[src/rtl/matrix_op_pkg.sv]
// Shared definitions for the matrix operator start/done protocol:
// opcodes, response status codes, dispatcher FSM states and request validation.
package matrix_op_pkg;

  localparam logic [2:0] OP_ADD        = 3'd0;
  localparam logic [2:0] OP_SUB        = 3'd1;
  localparam logic [2:0] OP_SCALAR_MUL = 3'd2;
  localparam logic [2:0] OP_TRANSPOSE  = 3'd3;
  localparam logic [2:0] OP_MUL        = 3'd4;

  localparam logic [1:0] ST_OK      = 2'b00;
  localparam logic [1:0] ST_OP_ERR  = 2'b01;
  localparam logic [1:0] ST_BAD_REQ = 2'b10;
  localparam logic [1:0] ST_TIMEOUT = 2'b11;

  localparam int unsigned MAX_DIM_DEFAULT = 5;

  typedef enum logic [1:0] {
    S_IDLE  = 2'd0,
    S_ISSUE = 2'd1,
    S_WAIT  = 2'd2,
    S_RESP  = 2'd3
  } disp_state_e;

  // Both dimensions must lie in 1..max_dim and the opcode must be a known operation.
  function automatic logic req_is_valid(input logic [2:0] op,
                                        input logic [2:0] rows,
                                        input logic [2:0] cols,
                                        input int unsigned max_dim);
    return (rows != 3'd0) && (cols != 3'd0) &&
           (32'(rows) <= max_dim) && (32'(cols) <= max_dim) &&
           (op <= OP_MUL);
  endfunction

endpackage

[src/rtl/op_timeout_counter.sv]
// Cycle counter for the WAIT phase; expired flags the last allowed wait cycle.
module op_timeout_counter #(
  parameter int unsigned TIMEOUT = 255
) (
  input  logic clk,
  input  logic rst_n,
  input  logic clear,
  input  logic enable,
  output logic expired
);

  localparam int unsigned CW = $clog2(TIMEOUT + 1);

  logic [CW-1:0] count_q;
  logic [CW-1:0] count_d;

  assign expired = (count_q == CW'(TIMEOUT - 1));

  // The count saturates at the expiry value so it can never wrap back to zero.
  always_comb begin
    count_d = count_q;
    if (clear) begin
      count_d = '0;
    end else if (enable && !expired) begin
      count_d = count_q + CW'(1);
    end
  end

  always_ff @(posedge clk or negedge rst_n) begin
    if (!rst_n) begin
      count_q <= '0;
    end else begin
      count_q <= count_d;
    end
  end

endmodule

[src/rtl/scalar_op_dispatcher.sv]
// Initiator side of the matrix operator start/done protocol: validates a request,
// pulses op_start, waits for done/error under a timeout and returns a response.
module scalar_op_dispatcher
  import matrix_op_pkg::*;
#(
  parameter int unsigned MAX_DIM = MAX_DIM_DEFAULT,
  parameter int unsigned TIMEOUT = 255
) (
  input  logic       clk,
  input  logic       rst_n,
  input  logic       req_valid,
  output logic       req_ready,
  input  logic [2:0] req_op,
  input  logic [2:0] req_rows,
  input  logic [2:0] req_cols,
  input  logic [3:0] req_scalar,
  output logic       op_start,
  output logic [2:0] op_code,
  output logic [2:0] op_rows,
  output logic [2:0] op_cols,
  output logic [3:0] op_scalar,
  input  logic       op_done,
  input  logic       op_error,
  input  logic [2:0] op_res_rows,
  input  logic [2:0] op_res_cols,
  output logic       rsp_valid,
  input  logic       rsp_ready,
  output logic [1:0] rsp_status,
  output logic [2:0] rsp_rows,
  output logic [2:0] rsp_cols,
  output logic       busy
);

  disp_state_e state_q, state_d;
  logic [2:0]  code_q, code_d;
  logic [2:0]  rows_q, rows_d;
  logic [2:0]  cols_q, cols_d;
  logic [3:0]  scalar_q, scalar_d;
  logic [1:0]  status_q, status_d;
  logic [2:0]  res_rows_q, res_rows_d;
  logic [2:0]  res_cols_q, res_cols_d;
  logic        cnt_clear;
  logic        cnt_enable;
  logic        cnt_expired;

  op_timeout_counter #(
    .TIMEOUT (TIMEOUT)
  ) u_timeout (
    .clk     (clk),
    .rst_n   (rst_n),
    .clear   (cnt_clear),
    .enable  (cnt_enable),
    .expired (cnt_expired)
  );

  // Completion inputs are only looked at in WAIT, so late pulses after a timeout drop out.
  always_comb begin
    state_d    = state_q;
    code_d     = code_q;
    rows_d     = rows_q;
    cols_d     = cols_q;
    scalar_d   = scalar_q;
    status_d   = status_q;
    res_rows_d = res_rows_q;
    res_cols_d = res_cols_q;
    cnt_clear  = 1'b0;
    cnt_enable = 1'b0;

    case (state_q)
      S_IDLE: begin
        if (req_valid) begin
          code_d   = req_op;
          rows_d   = req_rows;
          cols_d   = req_cols;
          scalar_d = req_scalar;
          if (req_is_valid(req_op, req_rows, req_cols, MAX_DIM)) begin
            state_d = S_ISSUE;
          end else begin
            state_d    = S_RESP;
            status_d   = ST_BAD_REQ;
            res_rows_d = 3'd0;
            res_cols_d = 3'd0;
          end
        end
      end
      S_ISSUE: begin
        cnt_clear = 1'b1;
        state_d   = S_WAIT;
      end
      S_WAIT: begin
        if (op_error) begin
          state_d    = S_RESP;
          status_d   = ST_OP_ERR;
          res_rows_d = 3'd0;
          res_cols_d = 3'd0;
        end else if (op_done) begin
          state_d    = S_RESP;
          status_d   = ST_OK;
          res_rows_d = op_res_rows;
          res_cols_d = op_res_cols;
        end else if (cnt_expired) begin
          state_d    = S_RESP;
          status_d   = ST_TIMEOUT;
          res_rows_d = 3'd0;
          res_cols_d = 3'd0;
        end else begin
          cnt_enable = 1'b1;
        end
      end
      S_RESP: begin
        if (rsp_ready) begin
          state_d = S_IDLE;
        end
      end
      default: begin
        state_d = S_IDLE;
      end
    endcase
  end

  always_ff @(posedge clk or negedge rst_n) begin
    if (!rst_n) begin
      state_q    <= S_IDLE;
      code_q     <= 3'd0;
      rows_q     <= 3'd0;
      cols_q     <= 3'd0;
      scalar_q   <= 4'd0;
      status_q   <= ST_OK;
      res_rows_q <= 3'd0;
      res_cols_q <= 3'd0;
    end else begin
      state_q    <= state_d;
      code_q     <= code_d;
      rows_q     <= rows_d;
      cols_q     <= cols_d;
      scalar_q   <= scalar_d;
      status_q   <= status_d;
      res_rows_q <= res_rows_d;
      res_cols_q <= res_cols_d;
    end
  end

  assign req_ready  = (state_q == S_IDLE);
  assign busy       = (state_q != S_IDLE);
  assign op_start   = (state_q == S_ISSUE);
  assign rsp_valid  = (state_q == S_RESP);
  assign op_code    = code_q;
  assign op_rows    = rows_q;
  assign op_cols    = cols_q;
  assign op_scalar  = scalar_q;
  assign rsp_status = status_q;
  assign rsp_rows   = res_rows_q;
  assign rsp_cols   = res_cols_q;

endmodule

[config.mk]
export PLATFORM = sky130hd
export DESIGN_NAME = scalar_op_dispatcher
export DESIGN_NICKNAME = d
export VERILOG_FILES = /design/src/rtl/matrix_op_pkg.sv /design/src/rtl/op_timeout_counter.sv /design/src/rtl/scalar_op_dispatcher.sv
export SDC_FILE = /design/constraint.sdc
export NUM_CORES = 1
export LEC_CHECK = 0
export ABC_AREA = 1
export BUFFER_PORTS_ARGS = -buffer_cell sky130_fd_sc_hd__buf_4
export CAP_MARGIN = 10
export CORE_MARGIN = 2
export CORE_UTILIZATION = 41
export DETAILED_ROUTE_END_ITERATION = 12
export PLACE_DENSITY = 0.66
export SYNTH_ARGS = -nofsm -noshare
export SYNTH_HDL_FRONTEND = slang
export SYNTH_SLANG_ARGS = --single-unit
[constraint.sdc]
create_clock -name clk -period 2.2 [get_ports clk]
set_clock_uncertainty 0.2 [all_clocks]
set_input_delay 0.22 -clock clk [delete_from_list [all_inputs] [get_ports clk]]
set_output_delay 0.22 -clock clk [all_outputs]
set_load 0.03 [all_outputs]
==> results.cfg <==
[routing]
vias_per_cell = 4.57
num_vias = 1427
routed_wirelength_um = 3680
dr.pass1.iters = 4
drt.antenna.violating_nets = 0
drc = 0
wl_per_cell_um = 11.8
dr.first_iter.drc_count = 75

[setup_path]
worst-path-buf-inv = 2
critical_path_class = reg2reg
critPathMaxFanout = 10
crit_family = simple AND/OR/NAND/NOR gates
crit_arrival_ns = 1.91
crit_chain = inv_1 > ha_1 > inv_1 > a21oi_1 > o21ai_0 > nor2_4 > nor2_4 > nand2_1 > nand2_1
critPathRequiredTime_ns = 2.17
start_kind = register
endpoint_kind = register
max_stage_delay_ns = 0.41
crit_slowest_cell = dfrtp_1

[synth]
ys_seq_area_share_pct = 46.9
ys_warn_count = 0
synth_top_area_share_pct = 46.9
syn_inst = 197
syn_avg_cell_area_sq_um = 8.39
mappedNetlistArea_sq_mm = 0.00165
yosysUniqueCellTypes = 24
synthesis.nets = 228
ys_seq_elements = 31
synth_area_leaders = dfrtp_1 47%, nand2_1 11%, inv_1 7.3%
synth_area_leader_cell = dfrtp_1

[die]
die_area_sq_mm = 0.00455
core_sq_mm = 0.00394
fp.dieW_um = 67.5
num_rows = 23
ioPinCount = 50
start_util_pct = 41.9
die_h_um = 67.5

[final_layout]
fillers = 381
nets = 292
final_common_cell = buf_4
drive_gt1_share_pct = 28.6
area_delta_synth_final_pct = 37.2
multiInputGateArea_sq_um = 738
antenna_cells = 0
regArea_sq_um = 776
final_cell_mix = 51 x buf_4, 49 x nand2_1, 32 x inv_1, 31 x dfrtp_1

[global_route]
grtUsageTotal_pct = 17.6
grt_overflow = 0
grt_first_pass_wirelength_um = 5920
grt_max_degree = 32
antenna_found_initial = 0
grt_pass1_vias = 1309

[power]
irDropWorstVdd_uv = 693
p_per_area_mw_per_mm2 = 1270
p_leak_uw = 0.00118

[status]
run_status = completed

[placed_design]
dpl.hpwl_um = 2670
portBuffers = 49
place.gp.congestion = 0.736
pre_cts_slack_ns = 0.263

[clock_network]
cts_max_path_buffers = 2
cts_resized = 0
cts_sinks = 31
clk_pin_slew_worst_paths_ns = 0.06
ctsHoldBuffers = 8
h-tree-depth = 2
postCtsSetupBuffers = 0
cts_tree = built
clock_latency_ns = 0.28
root_buffer = clkbuf_8
cts_buffers = 5

[timing]
tightest_slew_ns = 0.391
final.setup.worst_slack_ns = 0.260
setup_viol = 0
fmax_mhz = 515
finalCriticalPeriod_ns = 1.94
period_share_pct = 88.2
finalHoldViolCount = 0
maxSlewHeadroom_pct = 74.0
drv_slew = 0
rsz0062_at_grt = false
tns_ns = 0

[hold_path]
hp-class = in2reg

[job]
max_cap_violations = 0
==> cells by family (layout without fill, tap and decap cells) <==
| family | Yosys count | after routing | synth area share, % |
|---|---|---|---|
| simple gates | 89 | 89 | 25.3 |
| buf+inv | 36 | 101 | 8.40 |
| flops | 31 | 31 | 46.9 |
| compound gates | 27 | 27 | 9.54 |
| mux | 7 | 7 | 4.77 |
| fa+ha+maj | 6 | 6 | 4.54 |
| xor+xnor | 1 | 1 | 0.530 |
==> report_power, final <==
part / internal, uW / switching [uW] / total [uW]
Clock: 285 / 209 / 494
Combinational: 563 / 940 / 1500
Sequential: 764 / 117 / 881
==> cell type report <==
cell class	count	share of cell area (%)
Sequential cell	31	34.2
Multi-Input combinational cell	130	32.6
Timing Repair Buffer	59	20.4
Inverter	34	5.63
Clock buffer	8	4.42
Tap cell	50	2.76
==> path summary, 6_finish.rpt <==
check | slack [ns] | from | to | cells after the start
max in group asynchronous | 1.31 | rst_n | state_q[0] | 2
min reg2reg | 0.29 | op_rows[2] | op_rows[2] | 2
max reg2reg | 0.26 | state_q[0] | rsp_rows[2] | 9
min in group asynchronous | 0.20 | rst_n | op_cols[0] | 2
min | 0.02 | req_rows[0] | op_rows[0] | 3
max | 0.26 | state_q[0] | rsp_rows[2] | 9
==> worst register-to-register path: stages (launching register included) <==
cell,delay [ns]
dfrtp_1,0.41
inv_1,0.10
ha_1,0.23
inv_1,0.09
a21oi_1,0.11
o21ai_0,0.15
nor2_4,0.29
nor2_4,0.11
nand2_1,0.08
nand2_1,0.06
==> state kept, by name, indices dropped and copies added (netlist names) <==
signal / flops
op_code: 3
op_cols: 3
op_rows: 3
op_scalar: 4
rsp_cols: 3
rsp_rows: 3
rsp_status: 2
state_q: 2
u_timeout.count_q: 8
==> metrics by stage <==
stage,instance area [sq um],hold slack (ns),instances,total power (uW),utilization (%)
floorplan,1650,-0.276,197,1870,-
global placement,2090,-0.0208,296,2380,52.9
detailed placement,2090,-0.0174,296,2390,52.9
CTS,2270,0.0156,312,2910,57.5
global route,2270,0.0174,312,3090,57.5
finish,2270,0.0205,312,2880,57.5
==> synth_stat cells <==
master    number
inv_1         32
clkinv_1       1
nand3b_1       1
ha_1           6
buf_4          1
nor2_4         3
dfrtp_1       31
o21ai_0       16
nand2_4        1
nand2_1       49
nand2_2        2
nand3_1       10
inv_2          1
or2_2          1
xnor2_1        1
o21bai_1       8
nor3_2         1
mux2_2         7
a21oi_1        2
nand4_1        4
o31ai_1        1
clkbuf_1       1
nand3_4        1
nor2_1        16
==> layer usage <==
metal,GRT usage [%],share of wire [%],up-vias
met3,4.50,2.7,7
met2,26.7,51,26
met4,8.93,1.6,0
met1,23.2,45,642
met5,0,0,-
li1,-,-,752
Power figures use the tool's default switching activity.
